**src/rtl/sbox9_pkg.sv**
```systemverilog
// rtl/sbox9_pkg.sv - shared widths, field polynomial and squaring helper for the 9-bit S-box.
package sbox9_pkg;

  localparam int SYM_W = 9;
  // Low bits of P(x) = x^9 + x^4 + 1; the x^9 term is implicit.
  localparam logic [SYM_W-1:0] GF_POLY = 9'h011;
  localparam logic [SYM_W-1:0] S9_AFFINE_DEFAULT = 9'h0A7;

  function automatic logic [SYM_W-1:0] gf512_sq(input logic [SYM_W-1:0] x);
    logic [2*SYM_W-2:0] w;
    w = '0;
    for (int i = 0; i < SYM_W; i++) begin
      w[2*i] = x[i];
    end
    for (int i = 2*SYM_W-2; i >= SYM_W; i--) begin
      if (w[i]) begin
        w[i-SYM_W +: SYM_W] = w[i-SYM_W +: SYM_W] ^ GF_POLY;
      end
    end
    return w[SYM_W-1:0];
  endfunction

endpackage

```
**src/rtl/gf512_mul.sv**
```systemverilog
// rtl/gf512_mul.sv - combinational 9x9 GF(2^9) multiplier, carry-less product reduced mod P.
module gf512_mul
  import sbox9_pkg::*;
(
  input  logic [SYM_W-1:0] a_i,
  input  logic [SYM_W-1:0] b_i,
  output logic [SYM_W-1:0] p_o
);

  logic [2*SYM_W-2:0] prod;

  always_comb begin
    prod = '0;
    for (int i = 0; i < SYM_W; i++) begin
      for (int j = 0; j < SYM_W; j++) begin
        prod[i+j] = prod[i+j] ^ (a_i[i] & b_i[j]);
      end
    end
    // Fold high terms down from the top so each fold sees earlier folds.
    for (int k = 2*SYM_W-2; k >= SYM_W; k--) begin
      if (prod[k]) begin
        prod[k-SYM_W +: SYM_W] = prod[k-SYM_W +: SYM_W] ^ GF_POLY;
      end
    end
  end

  assign p_o = prod[SYM_W-1:0];

endmodule

```
**src/rtl/sbox9_pipe.sv**
```systemverilog
// rtl/sbox9_pipe.sv - registered S9 S-box: z = a^5 XOR AFFINE_C over GF(2^9), one cycle latency.
module sbox9_pipe
  import sbox9_pkg::*;
#(
  parameter logic [SYM_W-1:0] AFFINE_C = S9_AFFINE_DEFAULT
) (
  input  logic             clk,
  input  logic             rst_n,
  input  logic             in_valid,
  input  logic [SYM_W-1:0] a,
  output logic             out_valid,
  output logic [SYM_W-1:0] z
);

  // Squaring mod x^9 + x^4 + 1 as a fixed XOR network (x^10, x^12, x^14, x^16 folded in).
  function automatic logic [SYM_W-1:0] sq_net(input logic [SYM_W-1:0] x);
    return {x[4], x[6] ^ x[8], x[3] ^ x[8], x[5] ^ x[7], x[2] ^ x[7],
            x[6], x[1] ^ x[8], x[5], x[0] ^ x[7]};
  endfunction

  logic [SYM_W-1:0] a_pow2;
  logic [SYM_W-1:0] a_pow4;
  logic [SYM_W-1:0] a_pow5;
  logic [SYM_W-1:0] z_d, z_q;
  logic             valid_d, valid_q;

  assign a_pow2 = sq_net(a);
  assign a_pow4 = sq_net(a_pow2);

  gf512_mul u_mul (
    .a_i (a_pow4),
    .b_i (a),
    .p_o (a_pow5)
  );

  // The mux keeps a don't-care symbol on idle cycles away from the register.
  assign z_d     = in_valid ? (a_pow5 ^ AFFINE_C) : z_q;
  assign valid_d = in_valid;

  always_ff @(posedge clk or negedge rst_n) begin
    if (!rst_n) begin
      valid_q <= 1'b0;
      z_q     <= '0;
    end else begin
      valid_q <= valid_d;
      z_q     <= z_d;
    end
  end

  assign out_valid = valid_q;
  assign z         = z_q;

endmodule

```
**config.mk**
```make
export PLATFORM = sky130hd
export DESIGN_NAME = sbox9_pipe
export DESIGN_NICKNAME = d
export VERILOG_FILES = /design/src/rtl/sbox9_pkg.sv /design/src/rtl/gf512_mul.sv /design/src/rtl/sbox9_pipe.sv
export SDC_FILE = /design/constraint.sdc
export NUM_CORES = 1
export LEC_CHECK = 0
export ABC_AREA = 1
export ABC_CLOCK_PERIOD_IN_PS = 800
export CAP_MARGIN = 20
export CORE_MARGIN = 3
export CORE_UTILIZATION = 45
export CTS_CLUSTER_SIZE = 25
export DETAILED_ROUTE_END_ITERATION = 12
export DONT_BUFFER_PORTS = 1
export GPL_TIMING_DRIVEN = 0
export PLACE_DENSITY = 0.66
export SETUP_SLACK_MARGIN = 0.15
export SLEW_MARGIN = 30
export SYNTH_ARGS = -nofsm -noshare
export SYNTH_HDL_FRONTEND = slang
export SYNTH_SLANG_ARGS = --single-unit
```
**constraint.sdc**
```tcl
create_clock -name clk -period 0.8 [get_ports clk]
set_input_delay 0.08 -clock clk [delete_from_list [all_inputs] [get_ports clk]]
set_output_delay 0.08 -clock clk [all_outputs]
set_load 0.01 [all_outputs]
```
After elaboration in Yosys (flattened, before gate mapping)
Cells that the tools add are included.
Widths: inputs -> output; s select.
{ "totals": {"ff_bits": 10, "inputBits": 12} }
{ "classes": {"n_bitwise": 166, "muxes": 8} }
{ "op_table": {"columns": ["op", "n"], "rows": [
  ["$and 1x1->1", 81],
  ["$xor 1x1->1", 76],
  ["$mux 5", 8],
  ["$not 2->2", 8],
  ["$not 5->5", 1]
]} }

Depth between registers and ports, before layout
Gate-level depths: netlist (run 1).
{ "depth": {"depth_word": 27, "mapped_depth": 22, "mapped_depth_nobuf": 20} }

Modules after synthesis
From an unflattened synthesis (run 1), not the netlist that was laid out.
{ "unflattened": {"cells_unflattened": 396, "hier_area_um2": 2173.3} }
{ "by_module_without_submodules": {"columns": ["mod", "n_inst", "cells_per_inst", "area_each_um2"], "rows": [
  ["gf512_mul", 1, 312, 1579.0],
  ["sbox9_pipe", 1, 84, 594.3]
]} }

Least setup slack after synthesis (run 1)
Ideal clock, no wire load.
{ "synth_path": {"path_type": "in2reg", "start": "input a[3]", "end": "register z_q[1], in the netlist z[1]", "stages": 17, "setup_time_ns": 0.117, "n_path_buf": 2, "arrival_ns": 2.151, "required_time_ns": 0.683, "setup_slack_ns": -1.468, "path_cell_list": "buf_2 > inv_1 > ha_1 > inv_1 > ha_1 > buf_2 > nand3_1 > nand2_1 > nand2_1 > nand2_1 > nand3b_1 > nand2_1 > nand2_1 > nand2_2 > or2_1 > nand3_1 > nand2_1"} }
{ "synth_between": {"elab_chain_cells": 14, "elab_cells_between_ends": 18, "classes_between": "4 x mux; 14 x bitwise"} }
{ "synth_lines": {"columns": ["element", "line", "source"], "rows": [
  ["start: declaration", "sbox9_pipe.sv:10", "input logic [SYM_W-1:0] a,"],
  ["$xor 1x1->1", "sbox9_pipe.sv:17", "return {x[4], x[6] ^ x[8], x[3] ^ x[8], x[5] ^ x[7], x[2] ^ x[7],"],
  ["$and 1x1->1", "gf512_mul.sv:16", "prod[i+j] = prod[i+j] ^ (a_i[i] & b_i[j]);"],
  ["$xor 1x1->1 (6 in series)", "gf512_mul.sv:16", null],
  ["$mux 5", "gf512_mul.sv:21", "if (prod[k]) begin"],
  ["$not 2->2 (no line)", null, null],
  ["$mux 5 (*) (3 in series)", "gf512_mul.sv:21", null],
  ["$not 5->5 (no line) (*)", null, null],
  ["end signal: assignment", "sbox9_pipe.sv:46", "z_q <= z_d;"],
  ["end: declaration", "sbox9_pipe.sv:24", "logic [SYM_W-1:0] z_d, z_q;"]
]} }
Mark *: on every way between the ends. The rest lies on a longest branch, timed or not.
A chain may end at the register's enable or synchronous reset.

Final worst setup path (run 1)
Same ends and word-level chain as after synthesis.

==> flow_metrics.py, run 1 <==
metrics = {
    "placed_design": {
        "dp_cells": 524,
        "placed_area_um2": 2510,
        "routabilityCongestion": 0.922,
        "port_buffers": 0,
        "place_hpwl_mm": 5.15,
    },
    "critical_path": {
        "crit_type": "in2reg",
        "slowest_stage": "ha_4",
        "startpoint_type": "primary input",
        "cp_data_required_time_ps": 920,
        "rr_worst_depth": 2,
        "slowest_delay_ps": 270,
        "reg2reg_to": "z[2]",
        "endpoint_kind": "register",
        "crit_fanout": 7,
        "crit_buf_inv": 4,
        "worst_path_most_repeated_cell": "nand2_2",
        "cp.arrival_ps": 1930,
        "cp_cell_sequence": "buf_12, inv_8, ha_4, inv_4, ha_4, buf_8, nand2_2, nand2_2, nand2_2, nand2_1, nand2_2, nand3b_1, nand3_2, nand2_4, or2_1, nand3_1, nand2_1",
        "reg2reg_from": "z[2]",
        "r2r_slack_ps": 110,
        "cp_top_family": "simple AND/OR/NAND/NOR gates",
    },
    "final_layout": {
        "post-route-util_pct": 60.3,
        "fin_area_um2": 2940,
        "area_delta_synth_final_pct": 26.2,
        "final_layout_size_suffix_gt1_share_pct": 22.6,
        "fillCellCount": 502,
        "fin_nets": 502,
        "insertedDiodeCount": 0,
        "final_cells": 544,
    },
    "status": {
        "violations": "negative hold slack, negative setup slack",
        "status": "finished, violations left",
    },
    "synthesis": {
        "mappedNetlistNets": 481,
        "yosysSeqAreaShare_pct": 10.7,
        "ys_warn_count": 0,
        "ys_types": 25,
        "synth_area_um2": 2330,
        "synth_seq_cells": 10,
        "synth_area_leaders": "nand2_1, nand3_1, dfrtp_1, inv_1, ha_1",
        "avgSynthCellArea_um2": 5.10,
        "synth_top_area_share_pct": 35.7,
        "yosysTopAreaCell": "nand2_1",
        "syn-instance-count": 457,
    },
    "floorplan": {
        "pin_count": 22,
        "die_h_um": 78.0,
        "die_area_um2": 6080,
        "core.rowCount": 25,
        "dieWidth_um": 78.0,
        "coreArea_um2": 4880,
        "start_util_pct": 47.8,
    },
    "clock_tree": {
        "cts_tree": "done",
        "clkSlewWorstSetupHoldPaths_ps": 50,
        "numCtsBuffers": 3,
        "h-tree-depth": 1,
        "clk_latency_ps": 230,
        "cts.sinks": 10,
        "hold_buffers": 2,
        "cts_root_buf": "clkbuf_8",
        "clock_path_buffers": 2,
    },
    "global_route": {
        "grt_pass1_vias": 2605,
        "grt_start_max_net_pins": 12,
        "antenna_found_initial": 0,
        "grt_usage_pct": 24.1,
        "grt_pass1_wl_mm": 11.8,
        "grt_overflow": 0,
    },
    "routing": {
        "drc": 0,
        "vias": 2876,
        "first_pass_iters": 5,
        "drtIter0Drc": 238,
        "routed_wl_mm": 7.30,
        "wl_per_cell_um": 13.4,
        "via_per_inst": 5.29,
        "ant_nets": 0,
    },
    "sta": {
        "setup_viol": 9,
        "min_period_over_period_pct": 225,
        "hold_viol": 10,
        "final_max_slew_viol_count": 0,
        "finalCriticalPeriod_ps": 1800,
        "max_slew.worst_pin.slew_ps": 604,
        "rsz0062_at_grt": "true",
        "whs_ps": -140,
        "slew_headroom_pct": 59.4,
        "fin_skew_ps": 0,
        "worst_slack_ps": -1000,
        "fmax_mhz": 555,
    },
    "hold_path": {
        "hold_path.class": "in2async",
    },
    "run": {
        "maxCapViolations": 0,
    },
    "pwr": {
        "leakage_nw": 1.68,
        "p_per_area_nw_per_um2": 1470,
        "vdd_drop_max_uv": 750,
    },
}
## synthesized netlist by cell type
cell	number
nand3_1	70
clkinv_1	1
nand2_4	1
nand3b_1	11
buf_2	6
nand3_2	1
buf_6	2
xor2_1	10
xor2_2	1
o21bai_1	1
or2_1	1
o21ai_0	1
dfrtp_1	10
buf_4	2
a31oi_1	1
or2_0	1
inv_2	3
nand2_1	222
ha_1	12
nand2_2	6
xnor2_1	6
o211ai_1	1
or2_2	1
nor2_1	30
inv_1	56
## repair_timing
action                                  4_1_cts  5_1_grt
setup buffers                                 9        4
gates cloned                                  0        1
pin swaps                                    26       34
hold endpoints to repair                     11       10
resized for setup                            32       39
endpoints found under the setup margin       19       23
## registers in the layout, summed over array words and instances (netlist names)
register	flops
z	9
out_valid	1
## power breakdown
part	switching, W	internal, W
clock network	0.000185	0.000431
logic	0.00175	0.00110
registers	0.000178	0.000663
## cells by family (layout without fill, tap and decap cells)
group	after synthesis	count (layout)	synth area share, %
AO/OA/AOI/OAI	4	4	1.13
XOR/XNOR	17	17	6.71
adder cells (fa/ha/maj)	12	12	6.44
buffers and inverters	70	89	12.6
flip-flops	10	10	10.7
AND/OR/NAND/NOR	344	345	62.4
## layout by cell type (no fill, tap or decap), types with 2 or more instances in the layout
master    count
inv_1        42
nand2_4       8
inv_2        12
nand3_1      57
nand2_1     192
inv_4         3
nand3_2      14
ha_4          4
buf_6         6
clkbuf_8      4
nand3b_1     11
nor2_1       29
buf_4        12
dfrtp_1      10
buf_2         2
buf_12        2
xor2_1        7
ha_1          8
xor2_2        3
xnor2_1       5
nand2_2      30
## how the worst max path moves through the flow
stage,start,cells past startpoint,to
3_3_place_gp,a[3],17,z[1]
5_1_grt,a[3],22,z[7]
3_5_place_dp,a[3],17,z[1]
4_1_cts,a[3],17,z[1]
2_1_floorplan,a[3],17,z[1]
6_report,a[3],17,z[1]
## final cells by class
type / instances / area, um2 / area share, %
clock buffer: 4 / 55.1 / 1.87
inverter: 60 / 245 / 8.33
multi-input combinational: 378 / 2060 / 70.1
tap: 67 / 83.8 / 2.85
buffer: 10 / 101 / 3.44
timing repair buffer: 15 / 144 / 4.89
sequential: 10 / 250 / 8.50
## stage by stage
step	setup WS [ps]	power (W)	setup TNS [ps]
after global routing	-1150	0.00476	-9560
after detailed placement	-1410	0.00316	-11530
final	-1000	0.00431	-8410
after global placement	-1390	0.00311	-11320
after CTS	-989	0.00408	-7910
after floorplan	-1150	0.00271	-8850
## per-layer routing
layer  vias up  GRT usage (%)  part of all wire (%)  wire, um
li1       1448              -                     -         -
met1      1302           30.5                    42      3060
met2       112           43.0                    49      3550
met3        14           3.25                   7.6       557
met4         0           5.77                   1.7       123
met5         -              0                     0         0
Power figures use the tool's default switching activity.
==> inputs of run 2 (changes only) <==
- GPL_TIMING_DRIVEN: 0 -> not set
==> run 2 against run 1 <==
Compared with the run above:
- the run still ends with negative hold slack, negative setup slack left
- maximum frequency rose by 7.6%
- clock power rose by 1%
- utilization rose by 0.41 points
==> flow_metrics.py, run 2 (synthesized netlist as in run 1, its figures left out) <==
metrics = {
    "status": {
        "status": "finished, violations left",
        "violations": "negative hold slack, negative setup slack",
    },
    "critical_path": {
        "cp.arrival_ps": 1800,
        "crit_start": "a[3]",
        "endpoint_kind": "register",
        "startpoint_type": "primary input",
        "crit_fanout": 11,
        "crit_type": "in2reg",
        "cp_data_required_time_ps": 930,
        "reg2reg_from": "z[2]",
    },
    "clock_tree": {
        "hold_buffers": 1,
        "cts_root_buf": "clkbuf_8",
        "clock_path_buffers": 2,
        "clk_latency_ps": 230,
        "cts.sinks": 10,
        "h-tree-depth": 1,
        "clkSlewWorstSetupHoldPaths_ps": 50,
        "cts_tree": "done",
        "numCtsBuffers": 3,
    },
    "global_route": {
        "grt_pass1_vias": 2541,
        "grt_start_max_net_pins": 15,
        "grt_pass1_wl_mm": 11.9,
        "antenna_found_initial": 0,
        "grt_overflow": 0,
        "grt_usage_pct": 24.1,
    },
    "final_layout": {
        "insertedDiodeCount": 0,
        "fin_nets": 518,
        "fin_area_um2": 2960,
        "final_common_cell": "nand2_1",
        "fillCellCount": 489,
        "largest_register_ffs": 9,
        "area_delta_synth_final_pct": 27.1,
        "final_cell_mix": "nand2_1, nand3_1, inv_1",
        "final_layout_size_suffix_gt1_share_pct": 23.3,
    },
    "hold_path": {
        "hold_path.class": "in2reg",
        "hp-start": "in_valid",
    },
    "routing": {
        "ant_nets": 0,
        "routed_wl_mm": 7.20,
        "wl_per_cell_um": 12.9,
        "drc": 0,
        "vias": 2868,
        "drtIter0Drc": 194,
        "via_per_inst": 5.12,
        "first_pass_iters": 5,
    },
    "sta": {
        "fin_skew_ps": 0,
        "worst_slack_ps": -875,
        "final_max_slew_viol_count": 0,
        "max_slew.worst_pin.slew_ps": 577,
        "finalCriticalPeriod_ps": 1680,
        "rsz0062_at_grt": "true",
        "hold_viol": 10,
        "slew_headroom_pct": 61.3,
        "fmax_mhz": 597,
        "whs_ps": -126,
        "setup_viol": 9,
        "min_period_over_period_pct": 209,
        "setup-tns-final_ps": -7010,
    },
    "placed_design": {
        "routabilityCongestion": 0.963,
        "placed_area_um2": 2710,
        "port_buffers": 0,
        "place_hpwl_mm": 5.58,
    },
    "floorplan": {
        "die_area_um2": 6080,
        "die_h_um": 78.0,
        "pin_count": 22,
        "start_util_pct": 47.8,
        "dieWidth_um": 78.0,
        "coreArea_um2": 4880,
        "core.rowCount": 25,
    },
    "pwr": {
        "p_per_area_nw_per_um2": 1430,
        "vdd_drop_max_uv": 731,
        "leakage_nw": 1.72,
    },
    "run": {
        "maxCapViolations": 0,
    },
}
-- run 2: cell types whose count changed in the layout (fill, tap and decap cells not counted), moves of 3 or more --
cell	delta
buf_4	+26
buf_6	-3
nand2_1	+6
nand2_4	-6
-- run 2: repair_timing --
action,in CTS,in global routing
endpoints found under the hold margin,19,8
resized for setup,21,32
setup buffers,2,0
endpoints found under the setup margin,19,19
pin swaps,9,30
-- run 2: final cells by class --
type                            count  area (um2)  share of cell area, %
Clock buffer                        4        55.1                   1.86
Inverter                           60         249                   8.40
Multi-Input combinational cell    377        2000                   67.4
Sequential cell                    10         250                   8.44
Tap cell                           67        83.8                   2.83
Timing Repair Buffer               42         329                   11.1
-- run 2: path summary, 6_finish.rpt --
path | to | slack (ps) | depth (start not counted)
min reg2reg | z[6] | 540 | 2
min | out_valid | -130 | 0
max in group asynchronous | z[8] | 270 | 1
max | z[4] | -880 | 20
max reg2reg | z[2] | 140 | 2
min in group asynchronous | z[5] | 230 | 1
-- run 2: critical path: stages --
cell and delay (ps):
inv_12 20, ha_4 260, inv_4 40, ha_4 310, buf_6 140, nand2_2 60
inv_1 70, nand2_1 80, nand2_1 80, nand2_2 60, nand2_2 90, nand2_2 60
nand2_2 80, inv_2 40, nand3_2 60, nand2_2 60, inv_1 50, nand2_1 60
nand3_2 60, nand2_1 50
-- run 2: metrics by stage --
| step | setup WS, ps | instances | power (W) | util, % |
|---|---|---|---|---|
| floorplan | -1150 | 457 | 0.00271 | - |
| global placement | -1030 | 553 | 0.00325 | 55.5 |
| detailed placement | -1080 | 553 | 0.00331 | 55.5 |
| CTS | -815 | 560 | 0.00408 | 58.5 |
| global route | -989 | 560 | 0.00466 | 60.7 |
| finish | -875 | 560 | 0.00424 | 60.7 |
-- run 2: power by group --
part | leakage [nW] | internal (W) | switching, W
combinational | 1.57 | 0.00113 | 0.00164
sequential | 0.119 | 0.000663 | 0.000176
clock | 0.0288 | 0.000432 | 0.000192
-- run 2: routing by layer --
| layer | wire length [um] | GRT usage [%] | up-vias | share of wire, % |
|---|---|---|---|---|
| li1 | - | - | 1478 | - |
| met2 | 3420 | 41.9 | 91 | 47 |
| met5 | 0 | 0 | - | 0 |
| met4 | 123 | 3.50 | 0 | 1.7 |
| met3 | 390 | 2.67 | 17 | 5.4 |
| met1 | 3270 | 32.8 | 1282 | 45 |
==> inputs of run 3 (changes only) <==
- ABC_CLOCK_PERIOD_IN_PS: 800 -> not set
- SETUP_SLACK_MARGIN: 0.15 -> not set
==> results of run 3 <==
Final layout, timing and power as in run 2 (identical DEF).
